===== src/rtl/if_fetch_queue_pkg.sv =====
// if_fetch_queue_pkg: shared width defaults, NOP encoding and fetch-entry type for the fetch stage.
package if_pkg;
  localparam int XLEN = 32;
  localparam logic [XLEN-1:0] NOP_CMD = '0;
  typedef struct packed {
    logic [XLEN-1:0] cmd;
    logic [XLEN-1:0] pc_plus4;
  } fetch_t;
  function automatic int cnt_w(input int depth);
    return $clog2(depth) + 1;
  endfunction
endpackage


===== src/rtl/if_fetch_queue_fifo.sv =====
// sync_fifo: circular buffer with push/pop/clear, occupancy output and a registered read pointer.
module sync_fifo #(
  parameter int W = 64,
  parameter int D = 4
) (
  input  logic                 clk,
  input  logic                 rst_n,
  input  logic                 push,
  input  logic                 pop,
  input  logic                 clr,
  input  logic [W-1:0]         din,
  output logic [W-1:0]         dout,
  output logic [$clog2(D):0]   occ
);
  localparam int AW = $clog2(D);
  logic [W-1:0] mem [D];
  logic [AW-1:0] wp, rp;
  assign dout = mem[rp];
  always_ff @(posedge clk)
    if (push && !clr) mem[wp] <= din;
  always_ff @(posedge clk) begin
    if (!rst_n || clr) begin
      wp <= '0;
      rp <= '0;
      occ <= '0;
    end else begin
      if (push) wp <= wp + AW'(1);
      if (pop) rp <= rp + AW'(1);
      occ <= occ + (AW+1)'(push) - (AW+1)'(pop);
    end
  end
  a_no_overflow: assert property (@(posedge clk) disable iff (!rst_n) !(push && occ == (AW+1)'(D)));
endmodule


===== src/rtl/if_fetch_queue.sv =====
// if_fetch_queue: latency-tolerant fetch stage; issues imem requests, queues responses, feeds IF/ID.
module if_fetch_queue import if_pkg::*; #(
  parameter int XLEN = if_pkg::XLEN,
  parameter int QDEPTH = 4,
  parameter logic [XLEN-1:0] RESET_PC = '0
) (
  input  logic            clk,
  input  logic            rst_n,
  input  logic            stallD,
  input  logic            PCSrcD,
  input  logic [XLEN-1:0] PCBranchD,
  output logic            imem_req,
  output logic [XLEN-1:0] imem_addr,
  input  logic            imem_gnt,
  input  logic            imem_rvalid,
  input  logic [XLEN-1:0] imem_rdata,
  output logic [XLEN-1:0] cmdD,
  output logic [XLEN-1:0] PCPlusFourD,
  output logic            validD
);
  localparam int CW = cnt_w(QDEPTH);
  localparam logic [CW:0] QD = (CW+1)'(QDEPTH);
  logic [XLEN-1:0] pc, rpc;
  logic [CW-1:0] occ, infl, drop, live;
  logic [2*XLEN-1:0] head;
  logic acc, push, pop;
  assign live = infl - drop;
  // Reserve queue space for every live request so a response can always be pushed.
  assign imem_req = rst_n && !PCSrcD && ({1'b0, occ} + {1'b0, live} < QD) && (infl < QD[CW-1:0]);
  assign imem_addr = pc;
  assign acc = imem_req && imem_gnt;
  assign push = imem_rvalid && drop == '0 && !PCSrcD;
  assign pop = !stallD && !PCSrcD && occ != '0;
  sync_fifo #(.W(2*XLEN), .D(QDEPTH)) u_fifo (
    .clk(clk), .rst_n(rst_n), .push(push), .pop(pop), .clr(PCSrcD),
    .din({imem_rdata, rpc + XLEN'(4)}), .dout(head), .occ(occ)
  );
  always_ff @(posedge clk) begin
    if (!rst_n) begin
      pc <= RESET_PC;
      rpc <= RESET_PC;
      infl <= '0;
      drop <= '0;
      cmdD <= '0;
      PCPlusFourD <= '0;
      validD <= 1'b0;
    end else begin
      infl <= infl + CW'(acc) - CW'(imem_rvalid);
      if (PCSrcD) begin
        pc <= PCBranchD;
        rpc <= PCBranchD;
        drop <= infl - CW'(imem_rvalid);
        cmdD <= XLEN'(NOP_CMD);
        PCPlusFourD <= '0;
        validD <= 1'b0;
      end else begin
        if (acc) pc <= pc + XLEN'(4);
        if (push) rpc <= rpc + XLEN'(4);
        if (imem_rvalid && drop != '0) drop <= drop - CW'(1);
        if (!stallD) begin
          cmdD <= pop ? head[2*XLEN-1:XLEN] : XLEN'(NOP_CMD);
          PCPlusFourD <= pop ? head[XLEN-1:0] : '0;
          validD <= pop;
        end
      end
    end
  end
endmodule


===== config.mk =====
export PLATFORM = sky130hd
export DESIGN_NAME = if_fetch_queue
export DESIGN_NICKNAME = d
export VERILOG_FILES = /design/src/rtl/if_fetch_queue_pkg.sv /design/src/rtl/if_fetch_queue_fifo.sv /design/src/rtl/if_fetch_queue.sv
export SDC_FILE = /design/constraint.sdc
export NUM_CORES = 1
export LEC_CHECK = 0
export BUFFER_PORTS_ARGS = -buffer_cell sky130_fd_sc_hd__buf_2
export CELL_PAD_IN_SITES_DETAIL_PLACEMENT = 1
export CELL_PAD_IN_SITES_GLOBAL_PLACEMENT = 2
export CORE_ASPECT_RATIO = 0.7
export CORE_MARGIN = 2
export CORE_UTILIZATION = 28
export DETAILED_ROUTE_END_ITERATION = 6
export PLACE_DENSITY = 0.59
export SLEW_MARGIN = 30
export SYNTH_ARGS = -nofsm -noshare
export SYNTH_HDL_FRONTEND = slang
export SYNTH_SLANG_ARGS = --single-unit

===== constraint.sdc =====
create_clock -name clk -period 8.4 [get_ports clk]
set_input_delay 0.84 -clock clk [delete_from_list [all_inputs] [get_ports clk]]
set_output_delay 0.84 -clock clk [all_outputs]
set_load 0.02 [all_outputs]

After elaboration in Yosys (flattened, before gate mapping)

Memory sizes are Yosys's and may differ from the RTL's. A register that Yosys moved wholly into a read port is not among the register bits.
Index checks and enable logic that the tools add are counted.

$add $sub $neg: 12
Magnitude comparators: 2
Multiplexer cells: 12
Bitwise operators: 1
Reductions and logical operators: 21

Operators by type and width:

| kind                                                                  | count |
|---|---|
| 32-bit two-way mux                                                    | 6 |
| 32-bit by 3-bit adder with 32-bit output (second input constant)      | 2 |
| 1-bit logical AND                                                     | 10 |
| 3-bit by 1-bit subtractor with 3-bit output                           | 3 |
| 3-bit by 1-bit adder with 3-bit output                                | 2 |
| 3-bit two-way mux                                                     | 2 |
| 2-bit nonzero test                                                    | 3 |
| 3-bit nonzero test                                                    | 2 |
| 2-bit by 1-bit adder with 2-bit output (second input constant)        | 2 |
| 3-bit by 3-bit adder with 4-bit output                                | 1 |
| 4-bit by 3-bit < comparator with 1-bit output (second input constant) | 1 |
| 2-bit two-way mux                                                     | 2 |
| 1-bit zero test                                                       | 3 |
| 3-bit zero test                                                       | 1 |
| 3-bit < comparator (second input constant)                            | 1 |
| 3-bit by 1-bit subtractor with 3-bit output (second input constant)   | 1 |
| 3-bit subtractor                                                      | 1 |
| 1-bit two-way mux                                                     | 2 |
| 2-bit OR reduction                                                    | 1 |
| 1-bit logical OR                                                      | 1 |
| 1-bit inverter                                                        | 1 |

Register bits: 142
RAM bits: 256
Input bits: 70
Output and inout port bits: 98
Word-level logic and storage cells: 59
Memories: 1

Memory list:

| name       | words | bits a word | read ports | clocked after Yosys merged registers in | wr ports | RTL line                  | RTL |
|---|---|---|---|---|---|---|---|
| u_fifo.mem | 4     | 64          | 1          | 1                                       | 1        | if_fetch_queue_fifo.sv:16 | `logic [W-1:0] mem [D];` |

Longest topological paths before layout

Depth after elaboration: 8
Mapped depth: 18
Mapped depth without buffers: 16

Cells and area by module

Synthesis repeated with hierarchy kept, for this count alone.

Cell total of the unflattened synthesis: 1133
Area total of the unflattened synthesis: 16176.8 um^2

Modules (own cells, without submodules):

| module         | instances | cells an instance | area each (um^2) |
|---|---|---|---|
| sync_fifo      | 1         | 379               | 9756.9 |
| if_fetch_queue | 1         | 754               | 6419.9 |

Worst setup path before layout

No wires, ideal clock.

Kind: in2reg
Start: input port PCSrcD
End: memory u_fifo.mem[0][0], enable pin
Data arrival time: 3.241 ns
Path slack: 4.729 ns
Stages: 5
Path buffers: 3
Cells stage by stage: clkbuf_1 -> clkinv_1 -> clkbuf_1 -> clkbuf_1 -> and3_1

Cells in the longest elaborated chain, start to end: 5

Ends and longest elaborated chain:

| element                                     | RTL line                                        | RTL |
|---|---|---|
| start: declaration                          | if_fetch_queue.sv:10                            | `input logic PCSrcD,` |
| 1-bit zero test (*)                         | if_fetch_queue_fifo.sv:20, if_fetch_queue.sv:32 |  |
| 1-bit logical AND                           | if_fetch_queue.sv:32                            | `assign push = imem_rvalid && drop == '0 && !PCSrcD;` |
| 1-bit logical AND (*)                       | if_fetch_queue_fifo.sv:20                       | `if (push && !clr) mem[wp] <= din;` |
| 1-bit two-way mux (*)                       | if_fetch_queue_fifo.sv:20                       |  |
| 1-bit two-way mux (not written as such) (*) | if_fetch_queue_fifo.sv:20                       |  |
| end: declaration                            | if_fetch_queue_fifo.sv:16                       |  |

Every way passes the cells marked *; elsewhere a longest branch is shown, timed or not.

Worst setup path after layout

Start: register infl[0]
End: register infl[2]

Cells in the longest elaborated chain, start to end: 8
Elaborated cells between the ends (all ways): 9

Ends and longest elaborated chain:

| element                                         | RTL line             | RTL |
|---|---|---|
| start: declaration                              | if_fetch_queue.sv:24 | `logic [CW-1:0] occ, infl, drop, live;` |
| start signal: assignment                        | if_fetch_queue.sv:48 | `infl <= infl + CW'(acc) - CW'(imem_rvalid);` |
| 3-bit subtractor                                | if_fetch_queue.sv:27 | `assign live = infl - drop;` |
| 3-bit by 3-bit adder with 4-bit output          | if_fetch_queue.sv:29 | `assign imem_req = rst_n && !PCSrcD && ({1'b0, occ} + {1'b0, live} < QD) && (infl < QD[CW-1:0]);` |
| 4-bit by 3-bit < comparator with 1-bit output   | if_fetch_queue.sv:29 |  |
| 1-bit logical AND (2 in series)                 | if_fetch_queue.sv:29 |  |
| 1-bit logical AND                               | if_fetch_queue.sv:31 | `assign acc = imem_req && imem_gnt;` |
| 3-bit by 1-bit adder with 3-bit output (*)      | if_fetch_queue.sv:48 |  |
| 3-bit by 1-bit subtractor with 3-bit output (*) | if_fetch_queue.sv:48 |  |

Marks and branches as above.
A chain may end at the register's enable or synchronous reset.

==> flow_summary.toml <==
[logic_synthesis]
netlist_area_um2 = 16070
syn_nets = 1233
synth_area_per_cell_um2 = 14.06
syn_inst = 1143
yosysSeqAreaShare_pct = 65.78
synth_cell_type_count = 60
synth_edf_count = 256
yosysWarnings = 0
ys.flop_type = "edfxtp_1"
async_reset_ff_share_pct = 0
ys_ff_latch = 400

[timing]
fin_hold_ws_ns = 0.4614
fin_crit_ns = 4.173
fin_ws_ns = 4.227
fmax_mhz = 239.7
setup_tns_ns = 0
rsz0062_at_grt = "no"
finalSetupViolCount = 0
hold_viol_final = 0
slew_headroom_pct = 40.44
slew_viol_final = 0
fin_worst_skew_ns = 0.01594
period_share_pct = 49.67
worstMarginPinSlew_ns = 0.8866

[min_path]
hp-start = "imem_addr[1]"
hold_class = "flip-flop to flip-flop"
whs_endpoint = "imem_addr[1]"
hold_depth = 2

[cts]
cts_inserted_buffers = 43
cts_max_path_buffers = 3
cts_sinks = 400
cts_tree = "yes"
ctsResizeCount = 0
cts_hold_buf = 0
clock_latency_ns = 0.56
htree_levels = 2
post_cts_buffers = 0
clk_pin_slew_ns = 0.06
cts_root_buffer = "clkbuf_16"

[placement]
routabilityCongestion = 0.7547
dp_hpwl_mm = 27.11
dpl_worst_slack_ns = 4.135
port_buffers = 167

[critical_path]
r2r_cells = 16
crit_required_ns = 8.85
critPathMaxFanout = 21
end_kind = "flip-flop"
rr_startpoint = "infl[0]"
arrival_ns = 4.63
path_class = "flip-flop to flip-flop"
regToRegEndpoint = "infl[2]"
ff2ff_setup_slack_ns = 4.23
startpoint_type = "flip-flop"

[die]
fp.dieH_um = 204.4
boundaryPins = 168
coreArea_um2 = 56720
initial_utilization_pct = 28.33
fp.dieArea_um2 = 59350
die-width_um = 290.3
fp-row-count = 73

[routing]
drt-pass1-iter-count = 4
wire_per_inst_um = 20.89
drt_iter0_drc = 670
routed_wirelength_mm = 43.49
drt.antenna.violating_nets = 0
via_per_inst = 4.834
vias = 10065
remaining_drc_errors = 0

[power_and_ir_drop]
power_leakage_nw = 6.476
peakVddDrop_v = 0.0001266
power-per-cell-area_nw_per_um2 = 229.5

[global_route]
antenna_found_initial = 0
grt_max_degree = 74
grt_pass1_vias = 10515
grt_first_pass_wirelength_mm = 66.61
overflow = 0
grt_usage_pct = 14.66

[final_layout]
multiInputGateArea_um2 = 5159
syn2layout_area_growth_pct = 18.90
n_antenna_cell = 0
final_cell_mix = "edfxtp_1 (256), buf_2 (167), dfxtp_1 (142)"
nFillCells = 5996
final_common_cell = "edfxtp_1"
final_nets = 1388
drive_gt1_share_pct = 24.85
seqCellArea_um2 = 10580

[outcome]
status = "completed"

[run]
maxCapViolations = 0
[cell families (layout without fill, tap and decap cells)]
kind of cell	count (synthesis)	count (layout)	share of synthesized area (%)
AND/OR/NAND/NOR	309	309	9.351
buffers and inverters	96	285	2.414
XOR/XNOR	70	70	3.815
AO/OA/AOI/OAI	178	178	7.545
multiplexers	70	70	9.398
adder cells (fa/ha/maj)	20	20	1.697
flip-flops	400	400	65.78
[critical path, cell delays in order, from the launching register on]
cell     delay [ns]
dfxtp_1        0.31
inv_1          0.07
ha_1           0.14
inv_1          0.04
fa_1           0.37
xnor2_1        0.14
xnor2_1        0.14
ha_1           0.19
nor4_2         0.27
and4_1         0.71
inv_2          0.38
ha_1           0.40
inv_1          0.04
ha_1           0.18
fa_1           0.39
xnor2_1        0.13
and2_1         0.14
[stage by stage]
step	area [µm²]	total power [mW]	cells	util, %
after global routing	19110	4.569	2082	33.68
final	19110	4.385	2082	33.68
after global placement	17670	2.571	2000	31.16
after CTS	19080	4.456	2081	33.64
after floorplan	16070	2.444	1143	-
after detailed placement	17720	2.578	2002	31.24
[flip-flops by register name (all words and copies together), names as in the netlist, named ones only]
register     flops
PCPlusFourD     32
cmdD            32
drop             3
imem_addr       32
infl             3
rpc             32
u_fifo.mem     256
u_fifo.occ       3
u_fifo.rp        2
u_fifo.wp        2
validD           1
[layer usage]
metal  global-route usage [%]  wire length, µm  vias to the layer above
met4                    3.609              731                        0
met5                        0                0                        -
met3                    2.599             1498                       53
met1                    21.26            21690                     5229
met2                    22.69            19570                      143
li1                         -                -                     4640
[synthesized netlist by cell type (3+ instances only)]
master / count / area [µm²]
and3_1: 12 / 75.07
nor3_1: 14 / 70.07
nand3b_1: 3 / 22.52
mux4_2: 64 / 1441
clkbuf_1: 51 / 191.4
o21ai_0: 26 / 130.1
a21oi_1: 32 / 160.2
xnor2_1: 42 / 367.9
or3_1: 9 / 56.30
nor2b_1: 3 / 18.77
o211ai_1: 5 / 37.54
nor2_1: 104 / 390.4
nor4_1: 12 / 75.07
a21boi_0: 5 / 37.54
buf_2: 11 / 55.05
buf_1: 5 / 18.77
ha_1: 17 / 212.7
nand4_1: 18 / 112.6
nand2_1: 73 / 274.0
o31a_1: 9 / 78.83
and4_1: 6 / 52.55
dfxtp_1: 144 / 2883
edfxtp_1: 256 / 7687
a32oi_1: 3 / 26.28
mux2_2: 3 / 33.78
xor2_1: 28 / 245.2
and2_1: 9 / 56.30
or2_2: 3 / 18.77
fa_1: 3 / 60.06
a22oi_1: 64 / 480.5
inv_1: 22 / 82.58
a211oi_1: 7 / 52.55
nand3_1: 30 / 150.1
o21a_1: 7 / 52.55
a31oi_1: 9 / 56.30
[area by class of cell]
type	instances	share of cell area, %
Clock inverter	20	1.061
Timing Repair Buffer	181	5.121
Sequential cell	400	55.36
Clock buffer	59	6.051
Multi-Input combinational cell	647	27.00
Tap cell	750	4.912
Inverter	25	0.4912
[worst max-delay path by stage]
stage / from / to / slack (ns) / depth (start not counted)
2_1_floorplan: PCSrcD / u_fifo.mem[0][0] / 4.73 / 5
3_3_place_gp: rst_n / infl[2] / 4.23 / 11
3_5_place_dp: rst_n / infl[2] / 4.13 / 11
4_1_cts: infl[0] / infl[2] / 4.21 / 16
5_1_grt: infl[0] / infl[2] / 3.94 / 16
6_report: infl[0] / infl[2] / 4.23 / 16
[power breakdown]
part / switching [mW] / total, mW / internal, mW
sequential: 0.0496 / 2.21 / 2.16
clock: 0.795 / 1.86 / 1.06
combinational: 0.200 / 0.321 / 0.121
(Power assumes the default switching activity.)
